$ cat src/rtl/muldiv_pkg.sv
`default_nettype none
// ============================================================================
//  Module      : muldiv_pkg
//  Description : Shared types and helpers for the multiply/divide unit.
//  Revision    : 1.0 - initial release
// ============================================================================
package muldiv_pkg;

  typedef enum logic [2:0] {
    MULT  = 3'd0,
    MULTU = 3'd1,
    DIV   = 3'd2,
    DIVU  = 3'd3,
    MADD  = 3'd4,
    MADDU = 3'd5,
    MSUB  = 3'd6,
    MSUBU = 3'd7
  } op_e;

  typedef enum logic [1:0] {
    S_IDLE = 2'd0,
    S_MUL  = 2'd1,
    S_DIV  = 2'd2,
    S_DONE = 2'd3
  } state_e;

  // Divide ops are the only ones that take the iterative path
  function automatic logic is_div(input op_e op);
    return (op == DIV) || (op == DIVU);
  endfunction

  // Even encodings are the signed flavours
  function automatic logic is_signed(input op_e op);
    return (op[0] == 1'b0);
  endfunction

endpackage
`default_nettype wire

$ cat src/rtl/muldiv_if.sv
`default_nettype none
// ============================================================================
//  Module      : muldiv_if
//  Description : Request/result bundle between execute stage and muldiv_unit.
//  Revision    : 1.0 - initial release
// ============================================================================
interface muldiv_if
  import muldiv_pkg::*;
#(
  parameter int WIDTH = 32
);
  logic               start_i;
  op_e                op_i;
  logic [WIDTH-1:0]   src_a_i;
  logic [WIDTH-1:0]   src_b_i;
  logic [2*WIDTH-1:0] hilo_i;
  logic               stall_i;
  logic               flush_i;
  logic               busy_o;
  logic               done_o;
  logic [2*WIDTH-1:0] result_o;
  logic               div_by_zero_o;

  modport slave (
    input  start_i, op_i, src_a_i, src_b_i, hilo_i, stall_i, flush_i,
    output busy_o, done_o, result_o, div_by_zero_o
  );

  modport master (
    output start_i, op_i, src_a_i, src_b_i, hilo_i, stall_i, flush_i,
    input  busy_o, done_o, result_o, div_by_zero_o
  );
endinterface
`default_nettype wire

$ cat src/rtl/muldiv_div_iter.sv
`default_nettype none
// ============================================================================
//  Module      : div_iter
//  Description : Unsigned restoring radix-2 divider, one quotient bit/step.
//  Revision    : 1.0 - initial release
// ============================================================================
module div_iter #(
  parameter int WIDTH = 32
) (
  input  logic             clk,
  input  logic             rst,
  input  logic             load_i,
  input  logic             step_i,
  input  logic [WIDTH-1:0] dividend_i,
  input  logic [WIDTH-1:0] divisor_i,
  output logic [WIDTH-1:0] quotient_o,
  output logic [WIDTH-1:0] remainder_o
);

  logic [WIDTH-1:0] rem_q;
  logic [WIDTH-1:0] quo_q;
  logic [WIDTH-1:0] dvs_q;
  logic [WIDTH:0]   w_shift;
  logic [WIDTH:0]   w_diff;

  // Trial subtraction; the extra top bit doubles as the borrow flag
  always_comb begin
    w_shift = {rem_q, quo_q[WIDTH-1]};
    w_diff  = w_shift - {1'b0, dvs_q};
  end

  // Quotient shifts in from the bottom while the dividend shifts out the top
  always_ff @(posedge clk) begin
    if (rst) begin
      rem_q <= '0;
      quo_q <= '0;
      dvs_q <= '0;
    end else if (load_i) begin
      rem_q <= '0;
      quo_q <= dividend_i;
      dvs_q <= divisor_i;
    end else if (step_i) begin
      if (!w_diff[WIDTH]) begin
        rem_q <= w_diff[WIDTH-1:0];
        quo_q <= {quo_q[WIDTH-2:0], 1'b1};
      end else begin
        rem_q <= w_shift[WIDTH-1:0];
        quo_q <= {quo_q[WIDTH-2:0], 1'b0};
      end
    end
  end

  assign quotient_o  = quo_q;
  assign remainder_o = rem_q;

endmodule
`default_nettype wire

$ cat src/rtl/muldiv_unit.sv
`default_nettype none
// ============================================================================
//  Module      : muldiv_unit
//  Description : Multi-cycle multiply / multiply-accumulate / divide unit
//                with single handshake, stall hold and flush abort.
//  Revision    : 1.0 - initial release
// ============================================================================
module muldiv_unit
  import muldiv_pkg::*;
#(
  parameter int WIDTH      = 32,
  parameter int MUL_STAGES = 2
) (
  input  logic     clk,
  input  logic     rst,
  muldiv_if.slave  bus
);

  localparam int             CNT_W    = $clog2(WIDTH) + 1;
  localparam logic [CNT_W-1:0] LAST_CNT = CNT_W'(WIDTH);

  state_e               state_q;
  op_e                  op_q;
  logic [WIDTH-1:0]     a_q;
  logic [2*WIDTH-1:0]   hilo_q;
  logic                 a_neg_q;
  logic                 q_neg_q;
  logic                 b_zero_q;
  logic [CNT_W-1:0]     cnt_q;
  logic                 busy_q;
  logic                 done_q;
  logic                 dbz_q;
  logic [2*WIDTH-1:0]   result_q;

  logic                 w_accept;
  logic                 w_sgn;
  logic [2*WIDTH-1:0]   w_a_ext;
  logic [2*WIDTH-1:0]   w_b_ext;
  logic [2*WIDTH-1:0]   w_prod_now;
  logic [WIDTH-1:0]     w_a_abs;
  logic [WIDTH-1:0]     w_b_abs;
  logic [2*WIDTH-1:0]   w_mul_prod;
  logic                 w_mul_vld;
  logic                 w_div_step;
  logic [WIDTH-1:0]     w_quo;
  logic [WIDTH-1:0]     w_rem;
  logic [WIDTH-1:0]     w_quo_fix;
  logic [WIDTH-1:0]     w_rem_fix;

  function automatic logic [2*WIDTH-1:0] f_acc(input logic [2*WIDTH-1:0] prod,
                                               input logic [2*WIDTH-1:0] hilo,
                                               input op_e op);
    case (op)
      MADD, MADDU: return hilo + prod;
      MSUB, MSUBU: return hilo - prod;
      default:     return prod;
    endcase
  endfunction

  // Operand conditioning: sign/zero extension for the product, magnitudes for divide
  always_comb begin
    w_accept   = (state_q == S_IDLE) && bus.start_i && !bus.flush_i;
    w_sgn      = is_signed(bus.op_i);
    w_a_ext    = {{WIDTH{w_sgn & bus.src_a_i[WIDTH-1]}}, bus.src_a_i};
    w_b_ext    = {{WIDTH{w_sgn & bus.src_b_i[WIDTH-1]}}, bus.src_b_i};
    w_prod_now = w_a_ext * w_b_ext;
    w_a_abs    = (w_sgn && bus.src_a_i[WIDTH-1]) ? -bus.src_a_i : bus.src_a_i;
    w_b_abs    = (w_sgn && bus.src_b_i[WIDTH-1]) ? -bus.src_b_i : bus.src_b_i;
    w_div_step = (state_q == S_DIV) && (cnt_q != LAST_CNT) && !bus.flush_i;
    w_quo_fix  = q_neg_q ? -w_quo : w_quo;
    w_rem_fix  = a_neg_q ? -w_rem : w_rem;
  end

  // The final product register is result_q itself, so MUL_STAGES-1 stages live here
  generate
    if (MUL_STAGES > 1) begin : g_pipe
      logic [2*WIDTH-1:0] pipe_q [MUL_STAGES-1];
      logic [MUL_STAGES-2:0] vld_q;

      // Product pipeline; flush kills every in-flight valid bit
      always_ff @(posedge clk) begin
        pipe_q[0] <= w_prod_now;
        for (int i = 1; i < MUL_STAGES - 1; i++) begin
          pipe_q[i] <= pipe_q[i-1];
        end
        if (rst) begin
          vld_q <= '0;
        end else begin
          vld_q[0] <= w_accept && !is_div(bus.op_i);
          for (int i = 1; i < MUL_STAGES - 1; i++) begin
            vld_q[i] <= vld_q[i-1] && !bus.flush_i;
          end
        end
      end

      assign w_mul_prod = pipe_q[MUL_STAGES-2];
      assign w_mul_vld  = vld_q[MUL_STAGES-2];
    end else begin : g_nopipe
      assign w_mul_prod = w_prod_now;
      assign w_mul_vld  = 1'b0;
    end
  endgenerate

  div_iter #(.WIDTH(WIDTH)) u_div_iter (
    .clk         (clk),
    .rst         (rst),
    .load_i      (w_accept && is_div(bus.op_i)),
    .step_i      (w_div_step),
    .dividend_i  (w_a_abs),
    .divisor_i   (w_b_abs),
    .quotient_o  (w_quo),
    .remainder_o (w_rem)
  );

  // Control FSM with registered handshake outputs and result
  always_ff @(posedge clk) begin
    if (rst) begin
      state_q  <= S_IDLE;
      op_q     <= MULT;
      a_q      <= '0;
      hilo_q   <= '0;
      a_neg_q  <= 1'b0;
      q_neg_q  <= 1'b0;
      b_zero_q <= 1'b0;
      cnt_q    <= '0;
      busy_q   <= 1'b0;
      done_q   <= 1'b0;
      dbz_q    <= 1'b0;
      result_q <= '0;
    end else begin
      case (state_q)
        S_IDLE: begin
          if (w_accept) begin
            op_q     <= bus.op_i;
            a_q      <= bus.src_a_i;
            hilo_q   <= bus.hilo_i;
            a_neg_q  <= w_sgn && bus.src_a_i[WIDTH-1];
            q_neg_q  <= w_sgn && (bus.src_a_i[WIDTH-1] ^ bus.src_b_i[WIDTH-1]);
            b_zero_q <= (bus.src_b_i == '0);
            busy_q   <= 1'b1;
            dbz_q    <= 1'b0;
            if (is_div(bus.op_i)) begin
              // A zero divisor jumps straight to the finishing cycle
              cnt_q   <= (bus.src_b_i == '0) ? LAST_CNT : '0;
              state_q <= S_DIV;
            end else if (MUL_STAGES == 1) begin
              result_q <= f_acc(w_prod_now, bus.hilo_i, bus.op_i);
              done_q   <= 1'b1;
              state_q  <= S_DONE;
            end else begin
              state_q <= S_MUL;
            end
          end
        end
        S_MUL: begin
          if (bus.flush_i) begin
            busy_q  <= 1'b0;
            state_q <= S_IDLE;
          end else if (w_mul_vld) begin
            result_q <= f_acc(w_mul_prod, hilo_q, op_q);
            done_q   <= 1'b1;
            state_q  <= S_DONE;
          end
        end
        S_DIV: begin
          if (bus.flush_i) begin
            busy_q  <= 1'b0;
            state_q <= S_IDLE;
          end else if (cnt_q == LAST_CNT) begin
            if (b_zero_q) begin
              result_q <= {a_q, {WIDTH{1'b1}}};
              dbz_q    <= 1'b1;
            end else begin
              result_q <= {w_rem_fix, w_quo_fix};
            end
            done_q  <= 1'b1;
            state_q <= S_DONE;
          end else begin
            cnt_q <= cnt_q + 1'b1;
          end
        end
        S_DONE: begin
          if (bus.flush_i || !bus.stall_i) begin
            busy_q  <= 1'b0;
            done_q  <= 1'b0;
            state_q <= S_IDLE;
          end
        end
        default: state_q <= S_IDLE;
      endcase
    end
  end

  assign bus.busy_o        = busy_q;
  assign bus.done_o        = done_q;
  assign bus.result_o      = result_q;
  assign bus.div_by_zero_o = dbz_q;

endmodule
`default_nettype wire
$ cat src/flat_wrapper.sv
// flat-port wrapper written by rule: the top's interface ports become plain ports
module muldiv_unit_flat import muldiv_pkg::*;
#(
  parameter int WIDTH      = 32,
  parameter int MUL_STAGES = 2
)
  (clk, rst, bus_start_i, bus_op_i, bus_src_a_i, bus_src_b_i, bus_hilo_i, bus_stall_i, bus_flush_i, bus_busy_o, bus_done_o, bus_result_o, bus_div_by_zero_o);
  muldiv_if #(.WIDTH(WIDTH)) bus_i ();
  input  logic clk;
  input  logic rst;
  input wire logic [$bits(bus_i.start_i)-1:0] bus_start_i;
  input wire logic [$bits(bus_i.op_i)-1:0] bus_op_i;
  input wire logic [$bits(bus_i.src_a_i)-1:0] bus_src_a_i;
  input wire logic [$bits(bus_i.src_b_i)-1:0] bus_src_b_i;
  input wire logic [$bits(bus_i.hilo_i)-1:0] bus_hilo_i;
  input wire logic [$bits(bus_i.stall_i)-1:0] bus_stall_i;
  input wire logic [$bits(bus_i.flush_i)-1:0] bus_flush_i;
  output wire logic [$bits(bus_i.busy_o)-1:0] bus_busy_o;
  output wire logic [$bits(bus_i.done_o)-1:0] bus_done_o;
  output wire logic [$bits(bus_i.result_o)-1:0] bus_result_o;
  output wire logic [$bits(bus_i.div_by_zero_o)-1:0] bus_div_by_zero_o;
  assign bus_i.start_i = bus_start_i;
  assign bus_i.op_i = bus_op_i;
  assign bus_i.src_a_i = bus_src_a_i;
  assign bus_i.src_b_i = bus_src_b_i;
  assign bus_i.hilo_i = bus_hilo_i;
  assign bus_i.stall_i = bus_stall_i;
  assign bus_i.flush_i = bus_flush_i;
  assign bus_busy_o = bus_i.busy_o;
  assign bus_done_o = bus_i.done_o;
  assign bus_result_o = bus_i.result_o;
  assign bus_div_by_zero_o = bus_i.div_by_zero_o;
  muldiv_unit #(.WIDTH(WIDTH), .MUL_STAGES(MUL_STAGES)) u_core (.clk(clk), .rst(rst), .bus(bus_i));
endmodule
$ cat config.mk
export PLATFORM = sky130hd
export DESIGN_NAME = muldiv_unit_flat
export DESIGN_NICKNAME = d
export VERILOG_FILES = /design/src/rtl/muldiv_pkg.sv /design/src/rtl/muldiv_if.sv /design/src/rtl/muldiv_div_iter.sv /design/src/rtl/muldiv_unit.sv /design/src/flat_wrapper.sv
export SDC_FILE = /design/constraint.sdc
export NUM_CORES = 2
export LEC_CHECK = 0
export BUFFER_PORTS_ARGS = -buffer_cell sky130_fd_sc_hd__buf_4
export CORE_MARGIN = 2
export CORE_UTILIZATION = 40
export DETAILED_ROUTE_END_ITERATION = 12
export MAX_ROUTING_LAYER = met4
export SYNTH_ARGS = -nofsm -noshare
export SYNTH_HDL_FRONTEND = slang
export SYNTH_SLANG_ARGS = --single-unit
$ cat constraint.sdc
create_clock -name clk -period 8 [get_ports clk]
set_input_delay 0.4 -clock clk [delete_from_list [all_inputs] [get_ports clk]]
set_output_delay 0.4 -clock clk [all_outputs]
set_load 0.01 [all_outputs]
# After elaboration in Yosys (flattened, before gate mapping)
# Memory sizes are Yosys's and may differ from the RTL's.
# Cells that the tools add are included.
[totals] register_bits=274 mem_bits_rw=64 elab_cells=127 memories=1
[op_classes] n_addsub=8 n_mul=1 n_eq_ne=23 muxes=43 bitwise_logic=4 n_reduce_logical=31
[mem_list] name="u_core.g_pipe.pipe_q" depth=1 width=64 rd=1 rd_clocked_by_memory_dff=0 wr=1 line_no="muldiv_unit.sv:77" text="logic [2*WIDTH-1:0] pipe_q [MUL_STAGES-1];"
[op_table] cell="$mux 64" count=5
[op_table] cell="$pmux 64 s2" count=2
[op_table] cell="$mux 32" count=7
[op_table] cell="$neg 32->32" count=4
[op_table] cell="$add 64x64->64" count=1
[op_table] cell="$mul 33x33->64" count=1
[op_table] cell="$sub 64x64->64" count=1
[op_table] cell="$sub 33x32->33" count=1
[op_table] cell="$logic_not 32->1" count=1
[op_table] cell="$mux 6" count=5
[op_table] cell="$reduce_and 5->1" count=3
[op_table] cell="$mux 2" count=7
[op_table] cell="$eq 3x3->1 const B" count=4
[op_table] cell="$mux 1" count=12
[op_table] cell="$pmux 6 s2" count=1
[op_table] cell="$ne 2x1->1 const B" count=5
[op_table] cell="$ne 2x2->1 const B" count=5
[op_table] cell="$logic_and 1x1->1" count=9
[op_table] cell="$pmux 2 s4" count=1
[op_table] cell="$reduce_or 2->1" count=4
[op_table] cell="$add 6x1->6 const B" count=1
[op_table] cell="$eq 3x2->1 const B" count=2
[op_table] cell="$eq 6x6->1 const B" count=1
[op_table] cell="$ne 6x6->1 const B" count=1
[op_table] cell="18 further kinds" count=26

# Logic depth before layout (Yosys ltp)
[depth] depth_word=6 ltp_mapped=32 mapped_depth_nobuf=29

# Cells and area by module
# Synthesis repeated with hierarchy kept, for this count alone.
[hier_totals] cells_unflattened=7164 area_unflattened_um2=60382.9
[by_module_without_submodules] module="muldiv_unit" n_inst=1 cells_per_inst=6444 area_each_um2=54578.6 seq_area_each_um2=4824.6
[by_module_without_submodules] module="div_iter" n_inst=1 cells_per_inst=720 area_each_um2=5804.3 seq_area_each_um2=1921.8

# Worst setup path before layout
# OpenSTA, ideal clock, no wires.
[synth_path] kind="input to register" from="in bus_src_a_i[31]" to="mem u_core.g_pipe.pipe_q[0][63] in the netlist's numbering" t_arrival_ns=8.580 required_ns=7.879 slack_ns=-0.701 cell_stages=31 path_buffers=4 path_cell_list="clkbuf_1 -> nor2b_1 -> clkbuf_1 -> buf_1 -> nand2_1 -> inv_1 -> fa_1 -> inv_1 -> fa_1 -> inv_1 -> fa_1 -> fa_1 -> inv_1 -> fa_1 -> inv_1 -> fa_1 -> inv_1 -> fa_1 -> fa_1 -> inv_1 -> ha_1 -> clkbuf_1 -> o21ai_0 -> nand2b_1 -> a21oi_1 -> or3b_2 -> or2_2 -> o21ai_0 -> a221o_1 -> a21oi_1 -> xnor2_1"
[synth_via] elab_chain_cells=2
[synth_lines] item="start: declaration" line_no="flat_wrapper.sv:13" text="input wire logic [$bits(bus_i.src_a_i)-1:0] bus_src_a_i;"
[synth_lines] item="$and 1x1->1" line_no="muldiv_unit.sv:64" text="w_a_ext = {{WIDTH{w_sgn & bus.src_a_i[WIDTH-1]}}, bus.src_a_i};"
[synth_lines] item="$mul 33x33->64 (*)" line_no="muldiv_unit.sv:66" text="w_prod_now = w_a_ext * w_b_ext;"
[synth_lines] item="named net u_core.w_prod_now[63]" line_no="muldiv_unit.sv:39" text="logic [2*WIDTH-1:0] w_prod_now;"
[synth_lines] item="end: declaration" line_no="muldiv_unit.sv:77"
# The timed path passes the listed nets; every way through them passes the cells marked *.

# Final worst setup path
# Ends and elaborated chain as after synthesis.

==> impl_metrics.py <==
metrics = {
    "sta": {
        "max_freq_mhz": 130,
        "maxSlewViolCount": 0,
        "timing.hold.ws_ns": 0.0698,
        "finalWorstSetupSlack_ns": 0.327,
        "slew-limit-headroom": 0.200,
        "tightest_slew_ns": 1.20,
        "hold_viol": 0,
        "setup_viol_count_final": 0,
        "skew_ns": 0.0202,
        "post-route-period-util": 0.959,
        "min_period_ns": 7.67,
        "finalSetupTns_ns": 0,
        "rsz0062_at_grt": "no",
    },
    "setup_path": {
        "critPathLaunchType": "input pin",
        "worstSetupEndpointType": "flop",
        "cp.arrival_ns": 8.18,
        "slowest_delay_ns": 0.61,
        "critPathKind": "in2reg",
        "cp.required_ns": 8.51,
        "r2r-start": "u_core.g_pipe.pipe_q[0][10]$_DFF_P_",
        "path_common_cell": "fa_1",
        "crit_fanout": 9,
        "r2r-end": "u_core.bus.result_o[58]$_SDFFE_PP0P_",
        "reg2reg_slack_ns": 1.59,
        "crit_slowest_cell": "fa_2",
        "reg2reg_depth": 18,
    },
    "clock_network": {
        "cts_buffer_depth": 3,
        "cts_made_buffers": 41,
        "clock_sinks": 337,
        "ctsHoldBuffers": 0,
        "postCtsSetupRepairBufs": 0,
        "clk_pin_slew_ns": 0.06,
        "cts_root_buf": "clkbuf_16",
        "worst_skew_pair.late_latency_ns": 0.59,
        "cts_max_level": 2,
        "cts_tree": "yes",
    },
    "grt": {
        "overflow": 0,
        "grt_use_total": 0.288,
        "grt_max_degree": 79,
        "antenna_found_initial": 22,
        "grt_pass1_wl_um": 322000,
        "grt_pass1_vias": 51189,
    },
    "min_path": {
        "hold_start": "bus_hilo_i[20]",
        "whs_path_depth": 3,
        "hold_class": "in2reg",
        "holdPathEnd": "u_core.hilo_q[20]$_SDFFE_PP0P_",
    },
    "detailed_routing": {
        "drt_iter0_drc": 4508,
        "route.vias.total": 50146,
        "post_drt_via_cell_ratio": 5.44,
        "final_antenna_net_count": 0,
        "dr.pass1.iters": 9,
        "drt_wl_total_um": 212000,
        "drc": 0,
        "wl_per_cell_um": 23.0,
    },
    "layout": {
        "layout_commonest_cell": "inv_1",
        "layout-drive-gt1-share": 0.0989,
        "area_delta_synth_final_pct": 11.7,
        "final_cell_mix": "inv_1 (1189), nand2_1 (1187), fa_1 (1124), buf_4 (564), a21oi_1 (396)",
        "final_nets": 8824,
        "fillCellCount": 14602,
    },
    "yosys": {
        "ys_seq_area_frac": 0.113,
        "synthArstFlopShare": 0,
        "synth-edff-count": 0,
        "syn_inst": 7047,
        "synth_area_um2": 59600,
        "syn_nets": 8630,
        "avgSynthCellArea_um2": 8.46,
        "ys_ff_latch": 337,
        "synth_ff_type": "dfxtp_1",
        "yosys_warnings": 0,
        "synth_cell_types": 83,
    },
    "floorplan": {
        "start_util": 0.403,
        "chipHeight_um": 390,
        "die_w_um": 390,
        "ioPinCount": 203,
        "fp.coreArea_um2": 148000,
        "die_area_um2": 152000,
        "rows": 141,
    },
    "placement": {
        "place.gp.congestion": 1.01,
        "detailed_place_hpwl_um": 178000,
        "io_buffers": 202,
        "pre_cts_ws_ns": -0.206,
    },
    "flow_run": {
        "drv_cap": 0,
    },
    "outcome": {
        "outcome": "finished, final reports clean",
    },
}
-- stage by stage --
stage	utilization	cells	area [µm²]
floorplan	-	7047	59600
global placement	0.441	9128	65200
detailed placement	0.441	9128	65200
CTS	0.450	9202	66500
global route	0.450	9215	66600
finish	0.450	9223	66600
-- critical path: cells and delay by family --
family	cells	cell delay [ns]
AND/OR/NAND/NOR	2	0.55
XOR/XNOR	1	0.13
buffers and inverters	6	0.59
adder cells (fa/ha/maj)	9	4.46
AO/OA/AOI/OAI	10	2.01
-- Yosys cell counts, types with 45 or more instances --
cell / number / area share
a211oi_1: 62 / 0.0078
nand2_1: 1188 / 0.075
a21oi_1: 396 / 0.033
ha_1: 320 / 0.067
nor3_1: 57 / 0.0048
o21ai_0: 218 / 0.018
dfxtp_1: 337 / 0.11
a21o_1: 75 / 0.0094
clkbuf_1: 375 / 0.024
buf_1: 60 / 0.0038
and2_1: 371 / 0.039
mux2i_1: 48 / 0.0081
nand3_1: 45 / 0.0038
xnor2_1: 194 / 0.029
inv_1: 1192 / 0.075
o31ai_1: 48 / 0.0060
xor2_1: 143 / 0.021
nor2_1: 282 / 0.018
fa_1: 1127 / 0.38
-- cells by family after synthesis --
group                      after synthesis  share of synthesized area
buffers and inverters                 1632                      0.103
adders and majority gates             1447                      0.446
DFF                                    337                      0.113
and+or+nand+nor                       2159                      0.164
muxes                                   59                     0.0101
xor gates and xnor gates               337                     0.0495
AOI/OAI and AO/OA                     1076                      0.114
-- layer usage --
layer	vias up	global-route usage	wire length, µm
li1	22375	-	-
met1	25252	0.389	88100
met2	2205	0.442	95900
met3	314	0.0471	20000
met5	-	-	0
met4	0	0.0916	7850
-- flip-flops by register name, summed over array words and instances, names as in the netlist --
register,flops
u_core.bus.busy_o,1
u_core.bus.done_o,1
u_core.a_neg_q,1
u_core.state_q,2
u_core.u_div_iter.remainder_o,32
u_core.g_pipe.pipe_q,64
u_core.cnt_q,6
u_core.op_q,2
u_core.q_neg_q,1
u_core.g_pipe.vld_q,1
u_core.bus.div_by_zero_o,1
u_core.hilo_q,64
u_core.bus.result_o,64
u_core.u_div_iter.quotient_o,32
u_core.b_zero_q,1
u_core.u_div_iter.dvs_q,32
u_core.a_q,32
-- worst max-delay path by stage --
stage	endpoint	slack, ns	from	cells past startpoint
floorplan	u_core.g_pipe.pipe_q[0][63]$_DFF_P_	0.003	bus_src_a_i[31]	31
global placement	u_core.g_pipe.pipe_q[0][60]$_DFF_P_	-0.21	bus_src_a_i[19]	30
detailed placement	u_core.g_pipe.pipe_q[0][63]$_DFF_P_	-0.21	bus_src_a_i[31]	28
CTS	u_core.g_pipe.pipe_q[0][63]$_DFF_P_	0.37	bus_src_a_i[31]	28
global route	u_core.g_pipe.pipe_q[0][60]$_DFF_P_	0.02	bus_src_a_i[21]	30
finish	u_core.g_pipe.pipe_q[0][63]$_DFF_P_	0.33	bus_src_a_i[31]	28
-- final cells by class --
class                           count  area, µm²  area share
Inverter                         1192       4480      0.0673
Sequential cell                   337       6750       0.101
Antenna cell                       21       52.6    0.000789
Timing Repair Buffer              591       4760      0.0715
Multi-Input combinational cell   5078      46800       0.703
Tap cell                         1930       2410      0.0363
Clock inverter                     16        141     0.00212
Clock buffer                       58       1210      0.0182
-- repair_timing --
item | in CTS | in global routing
endpoints found under the setup margin | 0 | 3
resized for setup | 0 | 2
endpoints found under the hold margin | 0 | 0
Power is left out: the tool's default activity adds up to more than one toggle a clock period on the data nets, which glitch-free logic cannot reach.
